**src/rtl/alu_op_sequencer_pkg.sv**
```systemverilog
// Shared encodings for the ALU op sequencer: FSM states, ALUop codes and
// instruction field layout {op, cmp, rd, rn, rm}.
package alu_op_sequencer_pkg;

  typedef enum logic [2:0] {
    IDLE   = 3'd0,
    LOAD_A = 3'd1,
    LOAD_B = 3'd2,
    EXEC   = 3'd3,
    WRITE  = 3'd4
  } state_t;

  typedef enum logic [1:0] {
    ALU_ADD = 2'b00,
    ALU_SUB = 2'b01,
    ALU_AND = 2'b10,
    ALU_MOV = 2'b11
  } alu_op_t;

  // Register-index fields start at slot*r; cmp is the single bit at
  // CMP_SLOT*r, and op sits directly above cmp.
  localparam int RM_SLOT  = 0;
  localparam int RN_SLOT  = 1;
  localparam int RD_SLOT  = 2;
  localparam int CMP_SLOT = 3;

endpackage

```
**src/rtl/alu_seq_decode.sv**
```systemverilog
// Moore output decode: state + IR -> datapath enables, selects and indices.
// Reset forces every enable and index low.
module alu_seq_decode
  import alu_op_sequencer_pkg::*;
#(
  parameter int n = 2,
  parameter int r = 3
) (
  input  state_t           state,
  input  logic [n+3*r:0]   ir,
  input  logic             reset,
  output logic [r-1:0]     readnum,
  output logic [r-1:0]     writenum,
  output logic             write,
  output logic             loada,
  output logic             loadb,
  output logic             loadc,
  output logic             loads,
  output logic             asel,
  output logic             bsel,
  output logic             vsel,
  output logic [n-1:0]     ALUop,
  output logic             w,
  output logic             done
);

  always_comb begin
    readnum  = '0;
    writenum = '0;
    write    = 1'b0;
    loada    = 1'b0;
    loadb    = 1'b0;
    loadc    = 1'b0;
    loads    = 1'b0;
    asel     = 1'b0;
    bsel     = 1'b0;
    vsel     = 1'b0;
    ALUop    = '0;
    w        = 1'b0;
    done     = 1'b0;
    if (!reset) begin
      ALUop = ir[CMP_SLOT*r+1 +: n];
      case (state)
        IDLE:   w = 1'b1;
        LOAD_A: begin
          readnum = ir[RN_SLOT*r +: r];
          loada   = 1'b1;
        end
        LOAD_B: begin
          readnum = ir[RM_SLOT*r +: r];
          loadb   = 1'b1;
        end
        EXEC: begin
          loadc = 1'b1;
          loads = 1'b1;
          done  = ir[CMP_SLOT*r];
        end
        WRITE: begin
          writenum = ir[RD_SLOT*r +: r];
          write    = 1'b1;
          done     = 1'b1;
        end
        default: ;
      endcase
    end
  end

endmodule

```
**src/rtl/alu_op_sequencer.sv**
```systemverilog
// Initiator-side sequencer for the Lab 5 datapath: accepts one instruction
// per handshake and walks it through read A/B, execute and writeback.
module alu_op_sequencer
  import alu_op_sequencer_pkg::*;
#(
  parameter int n     = 2,
  parameter int r     = 3,
  parameter int CNT_W = 8
) (
  input  logic             clk,
  input  logic             reset,
  input  logic             start,
  input  logic [n+3*r:0]   instr,
  input  logic             status_in,
  output logic [r-1:0]     readnum,
  output logic [r-1:0]     writenum,
  output logic             write,
  output logic             loada,
  output logic             loadb,
  output logic             loadc,
  output logic             loads,
  output logic             asel,
  output logic             bsel,
  output logic             vsel,
  output logic [n-1:0]     ALUop,
  output logic             w,
  output logic             done,
  output logic [CNT_W-1:0] op_count
);

  state_t         state;
  logic [n+3*r:0] ir;
  logic           status_unused;

  // The zero flag is consumed by the status register, not by this controller.
  assign status_unused = status_in;

  always_ff @(posedge clk) begin
    if (reset) begin
      state    <= IDLE;
      ir       <= '0;
      op_count <= '0;
    end else begin
      if (done) op_count <= op_count + 1'b1;
      case (state)
        IDLE: if (start) begin
          ir    <= instr;
          state <= LOAD_A;
        end
        // MOV has a single operand, so the B read is skipped.
        LOAD_A:  state <= (ir[CMP_SLOT*r+1 +: n] == n'(ALU_MOV)) ? EXEC : LOAD_B;
        LOAD_B:  state <= EXEC;
        EXEC:    state <= ir[CMP_SLOT*r] ? IDLE : WRITE;
        WRITE:   state <= IDLE;
        default: state <= IDLE;
      endcase
    end
  end

  alu_seq_decode #(.n(n), .r(r)) u_decode (
    .state    (state),
    .ir       (ir),
    .reset    (reset),
    .readnum  (readnum),
    .writenum (writenum),
    .write    (write),
    .loada    (loada),
    .loadb    (loadb),
    .loadc    (loadc),
    .loads    (loads),
    .asel     (asel),
    .bsel     (bsel),
    .vsel     (vsel),
    .ALUop    (ALUop),
    .w        (w),
    .done     (done)
  );

endmodule

```
**config.mk**
```make
export PLATFORM = sky130hd
export DESIGN_NAME = alu_op_sequencer
export DESIGN_NICKNAME = d
export VERILOG_FILES = /design/src/rtl/alu_op_sequencer_pkg.sv /design/src/rtl/alu_seq_decode.sv /design/src/rtl/alu_op_sequencer.sv
export SDC_FILE = /design/constraint.sdc
export NUM_CORES = 1
export LEC_CHECK = 0
export CORE_ASPECT_RATIO = 1.5
export CORE_UTILIZATION = 46
export CTS_BUF_LIST = sky130_fd_sc_hd__clkbuf_4
export CTS_CLUSTER_SIZE = 10
export DETAILED_ROUTE_END_ITERATION = 12
export GPL_ROUTABILITY_DRIVEN = 0
export PLACE_DENSITY_LB_ADDON = 0.05
export SLEW_MARGIN = 20
export SYNTH_ARGS = -nofsm -noshare
export SYNTH_HDL_FRONTEND = slang
export SYNTH_SLANG_ARGS = --single-unit
```
**constraint.sdc**
```tcl
create_clock -name clk -period 1.95 [get_ports clk]
set_clock_uncertainty 0.2 [all_clocks]
set_input_delay 0.39 -clock clk [delete_from_list [all_inputs] [get_ports clk]]
set_output_delay 0.39 -clock clk [all_outputs]
set_load 0.01 [all_outputs]
```
==> impl_metrics.prom, run 1 <==
# TYPE chip_impl_metric gauge
chip_impl_info{name="status",value="finished with violations"} 1
chip_impl_info{name="violations",value="negative setup slack"} 1
chip_impl_metric{name="vias",unit=""} 1186
chip_impl_metric{name="fmax",unit="MHz"} 462.9
chip_impl_metric{name="min_period_over_period",unit="%"} 110.8
chip_impl_metric{name="areaGrowthSynthToFinish",unit="%"} 56.38
chip_impl_metric{name="place_ws",unit="ns"} -0.6356
chip_impl_metric{name="floorplan.initialDensity",unit="%"} 48.19
chip_impl_info{name="critical_path.reg2reg.endpoint",value="ir[7]"} 1
chip_impl_metric{name="cts.clk_slew.worst_paths",unit="ns"} 0.13
chip_impl_metric{name="count_of_distinct_cell_types_in_the_synthesized_netlist",unit=""} 35
chip_impl_metric{name="ir_drop_worst_case_vdd",unit="mV"} 0.5270
chip_impl_metric{name="drt-wirelength-per-cell",unit="um"} 13.28
chip_impl_metric{name="avgViaCountPerCell",unit=""} 5.318
chip_impl_metric{name="hold_viol",unit=""} 0
chip_impl_info{name="tritoncts",value="built"} 1
chip_impl_metric{name="floorplan.core_area",unit="um^2"} 2422
chip_impl_metric{name="n_antenna_cell",unit=""} 0
chip_impl_metric{name="die-area",unit="um^2"} 2747
chip_impl_metric{name="synthesis.area",unit="um^2"} 1167
chip_impl_info{name="crit_path_start",value="state[1]"} 1
chip_impl_metric{name="grt_pass1_wl",unit="um"} 4857
chip_impl_metric{name="fin_total_pwr",unit="W"} 0.001019
chip_impl_metric{name="ys_seq_elements",unit=""} 23
chip_impl_metric{name="min_path_cells",unit=""} 3
chip_impl_metric{name="antenna_found_initial",unit=""} 0
chip_impl_metric{name="post_cts_hold_buffer_count",unit=""} 0
chip_impl_metric{name="dieWidth",unit="um"} 43.13
chip_impl_metric{name="globalRouteOverflowTotal",unit=""} 0
chip_impl_metric{name="drcViolationCount",unit=""} 0
chip_impl_metric{name="timing.final.ws_setup",unit="ns"} -0.2103
chip_impl_metric{name="cellPowerDensity",unit="nW/um^2"} 558.2
chip_impl_metric{name="clk_latency",unit="ns"} 0.32
chip_impl_info{name="synth_flop_cell",value="sky130_fd_sc_hd__dfxtp_1"} 1
chip_impl_info{name="clk_root_buffer_cell",value="sky130_fd_sc_hd__clkbuf_4"} 1
chip_impl_metric{name="io_pins",unit=""} 42
chip_impl_metric{name="yosys.area.top_type_share",unit="%"} 39.44
chip_impl_metric{name="async_reset_ff_share",unit="%"} 0
chip_impl_metric{name="ys.warnings.count",unit=""} 0
chip_impl_metric{name="clock_tree.htree_level_count",unit=""} 1
chip_impl_metric{name="hold-worst-slack",unit="ns"} 0.2536
chip_impl_metric{name="hpwlAfterDp",unit="um"} 2045
chip_impl_metric{name="share_of_final_layout_standard_cells_stronger_than_drive_strength_1",unit="%"} 38.69
chip_impl_metric{name="global_route.usage.total",unit="%"} 22.75
chip_impl_metric{name="synth.yosys.seq_area_share",unit="%"} 39.44
chip_impl_metric{name="final_antenna_net_count",unit=""} 0
chip_impl_metric{name="clock_tree.buffer_depth",unit=""} 2
chip_impl_info{name="critPathCaptureType",value="primary output"} 1
chip_impl_metric{name="timing.reg2reg.setup_slack",unit="ns"} 0.04
chip_impl_metric{name="sequential_cell_area",unit="um^2"} 467.9
chip_impl_metric{name="number_of_global_route_vias_before_repair",unit=""} 1155
chip_impl_metric{name="finalNetCount",unit=""} 217
chip_impl_metric{name="multiInputGateArea",unit="um^2"} 714.4
chip_impl_info{name="min_from",value="reset"} 1
chip_impl_metric{name="finalMaxSlewViolations",unit=""} 0
chip_impl_metric{name="post_detailed_routing_wire_length",unit="um"} 2962
chip_impl_metric{name="grt_max_degree",unit=""} 25
chip_impl_metric{name="max_cap_viols",unit=""} 0
chip_impl_info{name="timing_worst_setup_path_type",value="reg -> out"} 1
chip_impl_metric{name="cp_data_required_time",unit="ns"} 1.36
chip_impl_metric{name="cts-buffers-inserted",unit=""} 3
chip_impl_metric{name="sinks_on_the_clock_net",unit=""} 23
chip_impl_info{name="timing.critical_path.from_type",value="register"} 1
chip_impl_metric{name="syn_inst",unit=""} 139
chip_impl_info{name="yosys.area.top_type",value="sky130_fd_sc_hd__dfxtp_1"} 1
chip_impl_info{name="synth_area_leaders",value="sky130_fd_sc_hd__dfxtp_1 39%, sky130_fd_sc_hd__nand2_1 8.0%, sky130_fd_sc_hd__a21oi_1 6.4%"} 1
chip_impl_metric{name="critical_path.max_fanout",unit=""} 4
chip_impl_metric{name="post-route-min-period",unit="ns"} 2.160
chip_impl_metric{name="die_height",unit="um"} 63.70
chip_impl_metric{name="site_row_count",unit=""} 22
chip_impl_info{name="synth.cells.most_frequent",value="25 x sky130_fd_sc_hd__nand2_1, 23 x sky130_fd_sc_hd__dfxtp_1, 15 x sky130_fd_sc_hd__a21oi_1, 10 x sky130_fd_sc_hd__nor2_1, 8 x sky130_fd_sc_hd__nor2b_1"} 1
chip_impl_metric{name="power.leakage",unit="nW"} 0.7781
chip_impl_info{name="whs_endpoint",value="ir[1]"} 1
chip_impl_info{name="min-delay-path-class",value="in -> reg"} 1
chip_impl_metric{name="layout.filler_cells",unit=""} 196
chip_impl_metric{name="setup-violations-final",unit=""} 10
chip_impl_info{name="synth_most_common_cell",value="sky130_fd_sc_hd__nand2_1"} 1
chip_impl_metric{name="cp_data_arrival_time",unit="ns"} 1.57
chip_impl_info{name="crit-reg2reg-launch",value="state[1]"} 1
chip_impl_metric{name="syn_avg_cell_area",unit="um^2"} 8.398
chip_impl_info{name="grt_setup_unrepaired",value="yes"} 1
chip_impl_metric{name="drt_first_iter_violations",unit=""} 11
chip_impl_metric{name="ff2ff_path_depth",unit=""} 7
chip_impl_metric{name="post_synth_edffs",unit=""} 0
chip_impl_metric{name="io_buffer_count",unit=""} 37
chip_impl_metric{name="drt-pass1-iter-count",unit=""} 4
-- how the worst max path moves through the flow --
stage                     cells after the start           to  slack (ns)
after floorplan                               3  writenum[0]        0.12
after global placement                        4            w       -0.60
after detailed placement                      4            w       -0.64
final                                         6  writenum[0]       -0.21
after global routing                          6  writenum[0]       -0.24
after CTS                                     6  writenum[2]       -0.20
-- layer usage --
metal / GRT usage [%] / part of all wire (%)
met1: 22.32 / 34
met3: 2.006 / 2.5
met5: 0 / 0
met4: 10.23 / 2.5
met2: 44.78 / 61
-- report_power, final --
group | internal [W] | switching, W | total [W]
Sequential | 0.000497 | 0.0000190 | 0.000516
Clock | 0.0000941 | 0.000144 | 0.000238
Combinational | 0.000141 | 0.000124 | 0.000265
-- stage by stage --
| step | util [%] | area [um^2] | std cells | setup TNS [ns] |
|---|---|---|---|---|
| after global placement | 67.92 | 1645 | 208 | -8.791 |
| final | 75.36 | 1826 | 223 | -1.144 |
| after global routing | 75.36 | 1826 | 223 | -1.684 |
| after detailed placement | 67.92 | 1645 | 208 | -9.339 |
| after floorplan | - | 1175 | 141 | 0 |
| after CTS | 72.26 | 1750 | 219 | -0.6392 |
-- cells by family (layout without fill, tap and decap cells) --
family	after synthesis	in the layout	share of synthesized area [%]
flip-flops	23	23	39.44
adder cells (fa/ha/maj)	1	1	1.072
AO/OA/AOI/OAI	27	27	14.25
AND/OR/NAND/NOR	68	68	32.80
multiplexers	6	6	5.894
buffers and inverters	13	71	6.217
other	1	3	0.3212
-- worst max-delay path, cell delays in order, from the launching register on --
cell,delay [ns]
sky130_fd_sc_hd__dfxtp_2,0.36
sky130_fd_sc_hd__buf_6,0.12
sky130_fd_sc_hd__nor4b_4,0.28
sky130_fd_sc_hd__buf_4,0.17
sky130_fd_sc_hd__buf_6,0.09
sky130_fd_sc_hd__and2_4,0.13
sky130_fd_sc_hd__buf_6,0.09
-- sequential cells by signal (all words and copies together), names as in the netlist --
register,flops
ir,12
op_count,8
state,3
-- cell type report --
class                   count  area share (%)
clock buffers               4           1.645
multi-input cells         105           39.14
flip-flops and latches     23           25.63
well taps                  24           1.645
repair buffers             67           31.94
-- timing repair --
| action | in CTS | in global routing |
|---|---|---|
| buffers inserted | 7 | 4 |
| gates cloned | 0 | 0 |
| resized for setup | 81 | 15 |
| pin swaps | 10 | 10 |
| setup endpoints to repair | 16 | 18 |
-- layout by cell type (no fill, tap or decap), types with 4 or more instances in the layout --
cell                              synthesis  routed
sky130_fd_sc_hd__a21oi_1                 15      14
sky130_fd_sc_hd__buf_2                    4      10
sky130_fd_sc_hd__buf_4                    5      20
sky130_fd_sc_hd__buf_6                    0      12
sky130_fd_sc_hd__clkbuf_4                 0       4
sky130_fd_sc_hd__clkdlybuf4s50_1          0      21
sky130_fd_sc_hd__dfxtp_1                 23      17
sky130_fd_sc_hd__dfxtp_2                  0       6
sky130_fd_sc_hd__nand2_1                 25      24
sky130_fd_sc_hd__nor2_1                  10       6
sky130_fd_sc_hd__nor2_2                   0       4
sky130_fd_sc_hd__nor2b_1                  8       6
sky130_fd_sc_hd__nor3_1                   5       4
Note: power is estimated with default switching activity, not from simulation.
==> run 2: changes to the inputs <==
- CORE_UTILIZATION: 46 -> 49
- clock period: 1.95 -> 2.7 ns (I/O delays scaled with it)
==> run 2 against run 1 <==
Sequential power fell by 27%; register-to-register slack improved by 0.81 ns; clock power fell by 29%; setup slack improved by 0.23 ns; routed wire length fell by 14%; critical path depth fell by 2; the run now ends clean; largest power group unchanged; clock-buffer cell count did not move.
==> impl_metrics.prom, run 2 (synthesized netlist as in run 1, its figures left out) <==
# TYPE chip_impl_metric gauge
chip_impl_info{name="status",value="completed"} 1
chip_impl_metric{name="drt_first_iter_violations",unit=""} 16
chip_impl_metric{name="io_buffer_count",unit=""} 37
chip_impl_metric{name="min_period_over_period",unit="%"} 99.32
chip_impl_metric{name="drt-pass1-iter-count",unit=""} 4
chip_impl_info{name="timing.critical_path.from_type",value="input pin"} 1
chip_impl_metric{name="grt_pass1_wl",unit="um"} 4153
chip_impl_metric{name="floorplan.core_area",unit="um^2"} 2233
chip_impl_metric{name="site_row_count",unit=""} 21
chip_impl_metric{name="die-area",unit="um^2"} 2585
chip_impl_metric{name="cp_data_required_time",unit="ns"} 1.96
chip_impl_metric{name="number_of_global_route_vias_before_repair",unit=""} 985
chip_impl_metric{name="avgViaCountPerCell",unit=""} 5.432
chip_impl_metric{name="ir_drop_worst_case_vdd",unit="mV"} 0.3994
chip_impl_metric{name="clock_tree.htree_level_count",unit=""} 1
chip_impl_info{name="layout.cells.most_common",value="sky130_fd_sc_hd__clkdlybuf4s50_1"} 1
chip_impl_metric{name="largest_reg_flops",unit=""} 12
chip_impl_info{name="most-common-layout-cells",value="34 x sky130_fd_sc_hd__clkdlybuf4s50_1, 25 x sky130_fd_sc_hd__nand2_1, 20 x sky130_fd_sc_hd__dfxtp_1, 15 x sky130_fd_sc_hd__a21oi_1, 10 x sky130_fd_sc_hd__nor2_1"} 1
chip_impl_metric{name="antenna_found_initial",unit=""} 0
chip_impl_metric{name="post_detailed_routing_wire_length",unit="um"} 2542
chip_impl_metric{name="sinks_on_the_clock_net",unit=""} 23
chip_impl_metric{name="min_path_cells",unit=""} 2
chip_impl_info{name="clk_root_buffer_cell",value="sky130_fd_sc_hd__clkbuf_4"} 1
chip_impl_metric{name="clock_tree.buffer_depth",unit=""} 2
chip_impl_metric{name="fin_total_pwr",unit="W"} 0.0006749
chip_impl_metric{name="dieWidth",unit="um"} 41.85
chip_impl_info{name="timing_worst_setup_path_type",value="in -> out"} 1
chip_impl_info{name="tritoncts",value="built"} 1
chip_impl_metric{name="drt-wirelength-per-cell",unit="um"} 12.77
chip_impl_metric{name="post_cts_hold_buffer_count",unit=""} 0
chip_impl_metric{name="globalRouteOverflowTotal",unit=""} 0
chip_impl_metric{name="hold_viol",unit=""} 0
chip_impl_info{name="top_registers",value="ir (12), op_count (8), state (3)"} 1
chip_impl_metric{name="hold-worst-slack",unit="ns"} 0.2615
chip_impl_metric{name="post-route-min-period",unit="ns"} 2.682
chip_impl_metric{name="cts-buffers-inserted",unit=""} 3
chip_impl_metric{name="critical_path.max_fanout",unit=""} 4
chip_impl_metric{name="finalNetCount",unit=""} 194
chip_impl_metric{name="fmax",unit="MHz"} 372.9
chip_impl_info{name="critPathCaptureType",value="primary output"} 1
chip_impl_metric{name="hpwlAfterDp",unit="um"} 1913
chip_impl_metric{name="clk_latency",unit="ns"} 0.30
chip_impl_metric{name="timing.reg2reg.setup_slack",unit="ns"} 0.85
chip_impl_metric{name="power.leakage",unit="nW"} 0.6435
chip_impl_metric{name="max_cap_viols",unit=""} 0
chip_impl_metric{name="n_antenna_cell",unit=""} 0
chip_impl_metric{name="areaGrowthSynthToFinish",unit="%"} 37.94
chip_impl_metric{name="cellPowerDensity",unit="nW/um^2"} 419.1
chip_impl_metric{name="die_height",unit="um"} 61.78
chip_impl_info{name="min-delay-path-class",value="reg -> reg"} 1
chip_impl_metric{name="share_of_final_layout_standard_cells_stronger_than_drive_strength_1",unit="%"} 13.64
chip_impl_metric{name="final_antenna_net_count",unit=""} 0
chip_impl_metric{name="cp_data_arrival_time",unit="ns"} 1.94
chip_impl_metric{name="vias",unit=""} 1081
chip_impl_metric{name="cts.clk_slew.worst_paths",unit="ns"} 0.12
chip_impl_metric{name="finalMaxSlewViolations",unit=""} 0
chip_impl_metric{name="drcViolationCount",unit=""} 0
chip_impl_metric{name="setup-violations-final",unit=""} 0
chip_impl_metric{name="grt_max_degree",unit=""} 25
chip_impl_metric{name="floorplan.initialDensity",unit="%"} 52.27
chip_impl_info{name="regMostFlops",value="ir"} 1
chip_impl_metric{name="ff2ff_path_depth",unit=""} 4
chip_impl_metric{name="global_route.usage.total",unit="%"} 20.83
chip_impl_metric{name="io_pins",unit=""} 42
run 2: through the flow:
stage               cell area [um^2]  setup WS (ns)  setup TNS (ns)  utilization (%)  cells
finish                          1610        0.01833               0            72.10    199
floorplan                       1175         0.5928               0                -    141
detailed placement              1546        -0.1801          -1.672            69.24    194
global placement                1546        -0.1527          -1.463            69.24    194
CTS                             1594       0.007435               0            71.37    198
global route                    1610       -0.03287        -0.04179            72.10    199
run 2: power breakdown:
group          total, W  internal [W]  switching [W]
registers      0.000375      0.000358      0.0000170
clock network  0.000168     0.0000677       0.000100
logic          0.000132     0.0000671      0.0000652
run 2: final timing paths:
kind                            startpoint          end
worst max-delay path                 reset  writenum[1]
worst min-delay path                 ir[1]        ir[1]
worst max register to register    state[1]        ir[8]
worst min register to register       ir[1]        ir[1]
run 2: final cells by class:
| cell class | instances | area [um^2] |
|---|---|---|
| clock buffers | 4 | 30.03 |
| fillers | 176 | 623.1 |
| multi-input cells | 105 | 658.1 |
| flip-flops and latches | 23 | 466.7 |
| well taps | 23 | 28.78 |
| repair buffers | 44 | 426.7 |
run 2: routing by layer:
| metal | wire length [um] | vias to the layer above | part of all wire, % | global-route usage (%) |
|---|---|---|---|---|
| li1 | - | 547 | - | - |
| met5 | 0 | - | 0 | 0 |
| met1 | 1034 | 513 | 41 | 22.06 |
| met3 | 45 | 2 | 1.8 | 2.601 |
| met4 | 21 | 0 | 0.83 | 9.217 |
| met2 | 1441 | 19 | 57 | 41.29 |
run 2: worst max-delay path, stage by stage:
cell and delay [ns]:
sky130_fd_sc_hd__dlygate4sd2_1 0.30, sky130_fd_sc_hd__nor4b_4 0.39, sky130_fd_sc_hd__and2_1 0.19, sky130_fd_sc_hd__clkdlybuf4s50_1 0.53
run 2: what timing repair did:
| item | 4_1_cts | 5_1_grt |
|---|---|---|
| pin swaps | 1 | 0 |
| endpoints found under the setup margin | 13 | 7 |
| gates resized for setup | 7 | 4 |
| setup buffers | 0 | 1 |
==> run 3: changes to the inputs <==
- CORE_UTILIZATION: 49 -> 42
==> run 3 against run 2 <==
Clock power hardly changed; die area grew 16%; sequential share of layout area down 0.27 points; hold slack worse by 0.0051 ns; utilization fell by 11 points; first-iteration DRC count is 38% lower; sequential power about the same; critical path depth increased by 1.
==> impl_metrics.prom, run 3 (synthesized netlist as in run 1, its figures left out) <==
# TYPE chip_impl_metric gauge
chip_impl_metric{name="finish.instance_area",unit="um^2"} 1617
chip_impl_metric{name="power.leakage",unit="nW"} 0.6564
chip_impl_info{name="tritoncts",value="built"} 1
chip_impl_metric{name="finalMaxSlewViolations",unit=""} 0
chip_impl_info{name="top_registers",value="ir (12), op_count (8), state (3)"} 1
chip_impl_metric{name="cp_data_required_time",unit="ns"} 1.96
chip_impl_metric{name="grt_pass1_wl",unit="um"} 4360
chip_impl_metric{name="hpwlAfterDp",unit="um"} 1907
chip_impl_metric{name="finalNetCount",unit=""} 195
chip_impl_metric{name="final_cells",unit=""} 214
chip_impl_metric{name="post_detailed_routing_wire_length",unit="um"} 2556
chip_impl_metric{name="sinks_on_the_clock_net",unit=""} 23
chip_impl_metric{name="critical_path.n_buffers_inverters",unit=""} 3
chip_impl_metric{name="areaGrowthSynthToFinish",unit="%"} 38.48
chip_impl_info{name="status",value="completed"} 1
chip_impl_metric{name="antenna_found_initial",unit=""} 0
chip_impl_metric{name="finish.utilization",unit="%"} 61.06
chip_impl_metric{name="globalRouteOverflowTotal",unit=""} 0
chip_impl_metric{name="grt_max_degree",unit=""} 25
chip_impl_metric{name="dieWidth",unit="um"} 45.05
chip_impl_metric{name="clock_tree.htree_level_count",unit=""} 1
chip_impl_metric{name="fmax",unit="MHz"} 383.6
chip_impl_metric{name="cellPowerDensity",unit="nW/um^2"} 414.6
chip_impl_info{name="min-delay-path-class",value="reg -> reg"} 1
chip_impl_metric{name="hold_viol",unit=""} 0
chip_impl_metric{name="placed_cells",unit=""} 208
chip_impl_metric{name="critical_path.max_fanout",unit=""} 4
chip_impl_info{name="regMostFlops",value="ir"} 1
chip_impl_metric{name="global_route.usage.total",unit="%"} 19.62
chip_impl_metric{name="floorplan.initialDensity",unit="%"} 44.09
chip_impl_metric{name="drt-wirelength-per-cell",unit="um"} 11.94
chip_impl_metric{name="cp_data_arrival_time",unit="ns"} 1.87
chip_impl_metric{name="drcViolationCount",unit=""} 0
chip_impl_metric{name="largest_reg_flops",unit=""} 12
chip_impl_info{name="most-common-layout-cells",value="31 x sky130_fd_sc_hd__clkdlybuf4s50_1, 25 x sky130_fd_sc_hd__nand2_1, 20 x sky130_fd_sc_hd__dfxtp_1, 15 x sky130_fd_sc_hd__a21oi_1, 10 x sky130_fd_sc_hd__nor2_1"} 1
chip_impl_metric{name="clock_tree.buffer_depth",unit=""} 2
chip_impl_info{name="crit_path_cell_trace",value="dlygate4sd2_1 > nor4b_2 > buf_4 > and2_1 > clkdlybuf4s50_1"} 1
chip_impl_info{name="critPathCaptureType",value="primary output"} 1
chip_impl_metric{name="io_pins",unit=""} 42
chip_impl_metric{name="layout.filler_cells",unit=""} 277
chip_impl_info{name="layout.cells.most_common",value="sky130_fd_sc_hd__clkdlybuf4s50_1"} 1
chip_impl_metric{name="final_antenna_net_count",unit=""} 0
chip_impl_metric{name="cts.clk_slew.worst_paths",unit="ns"} 0.12
chip_impl_metric{name="vias",unit=""} 1078
chip_impl_info{name="timing_worst_setup_path_type",value="in -> out"} 1
chip_impl_metric{name="io_buffer_count",unit=""} 37
chip_impl_metric{name="fin_total_pwr",unit="W"} 0.0006702
chip_impl_metric{name="n_antenna_cell",unit=""} 0
chip_impl_metric{name="die_height",unit="um"} 66.57
chip_impl_metric{name="site_row_count",unit=""} 23
chip_impl_metric{name="die-area",unit="um^2"} 2999
chip_impl_info{name="timing.critical_path.from_type",value="input pin"} 1
chip_impl_info{name="clk_root_buffer_cell",value="sky130_fd_sc_hd__clkbuf_4"} 1
chip_impl_info{name="path_delay_family",value="buffers and inverters"} 1
chip_impl_metric{name="ir_drop_worst_case_vdd",unit="mV"} 0.2969
chip_impl_metric{name="avgViaCountPerCell",unit=""} 5.037
chip_impl_metric{name="share_of_final_layout_standard_cells_stronger_than_drive_strength_1",unit="%"} 13.56
chip_impl_metric{name="drt_first_iter_violations",unit=""} 10
chip_impl_metric{name="detailed_place.area",unit="um^2"} 1564
chip_impl_metric{name="min_period_over_period",unit="%"} 96.56
chip_impl_info{name="slowest_stage",value="sky130_fd_sc_hd__clkdlybuf4s50_1"} 1
chip_impl_metric{name="max_cap_viols",unit=""} 0
chip_impl_info{name="grt_setup_unrepaired",value="no"} 1
chip_impl_metric{name="post_cts_hold_buffer_count",unit=""} 0
chip_impl_metric{name="setup-violations-final",unit=""} 0
chip_impl_metric{name="number_of_global_route_vias_before_repair",unit=""} 1009
chip_impl_metric{name="floorplan.core_area",unit="um^2"} 2648
chip_impl_metric{name="post-route-min-period",unit="ns"} 2.607
chip_impl_metric{name="slowest_delay",unit="ns"} 0.53
chip_impl_metric{name="drt-pass1-iter-count",unit=""} 4
chip_impl_metric{name="cts-buffers-inserted",unit=""} 3
chip_impl_metric{name="clk_latency",unit="ns"} 0.30
[run 3: what timing repair did]
| item | CTS | global route |
|---|---|---|
| setup buffers | 2 | 0 |
| endpoints found under the setup margin | 12 | 4 |
| pin swaps | 1 | 0 |
| gates resized for setup | 8 | 4 |
[run 3: where the power goes]
group	internal (W)	leakage, nW	total (W)	switching [W]
registers	0.000359	0.189	0.000377	0.0000187
logic	0.0000661	0.449	0.000127	0.0000613
clock network	0.0000677	0.0184	0.000165	0.0000977
[run 3: metrics by stage]
stage          setup WS [ns]  hold WS [ns]  setup TNS, ns
5_1_grt              0.02668        0.2866              0
6_report             0.09294        0.2565              0
3_5_place_dp         -0.1829        0.2439         -1.561
4_1_cts              0.01470        0.2615              0
2_1_floorplan         0.5928        0.2317              0
3_3_place_gp         -0.1718        0.2395         -1.419
[run 3: per-layer routing]
layer	part of all wire, %	up-vias	global-route usage, %
met2	56	21	37.32
li1	-	549	-
met1	39	504	20.33
met4	1.6	0	9.091
met3	2.9	4	1.897
met5	0	-	0
[run 3: path summary, 6_finish.rpt]
| check | from | to | slack [ns] | depth (start not counted) |
|---|---|---|---|---|
| min | ir[7] | ir[7] | 0.26 | 2 |
| max | reset | writenum[1] | 0.09 | 5 |
| min reg2reg | ir[7] | ir[7] | 0.26 | 2 |
| max reg2reg | state[1] | ir[9] | 0.86 | 4 |
[run 3: tightest hold or removal path: stages (launching register included)]
cell and delay (ns):
sky130_fd_sc_hd__dfxtp_1 0.32, sky130_fd_sc_hd__nand2_1 0.05, sky130_fd_sc_hd__a21oi_1 0.05
[run 3: final cells by class]
cell class | instances | area (um^2) | area share [%]
timing repair buffer | 45 | 426.7 | 26.39
multi-input combinational | 105 | 649.4 | 40.17
tap | 37 | 46.29 | 2.864
clock buffer | 4 | 30.03 | 1.858
sequential | 23 | 464.2 | 28.72
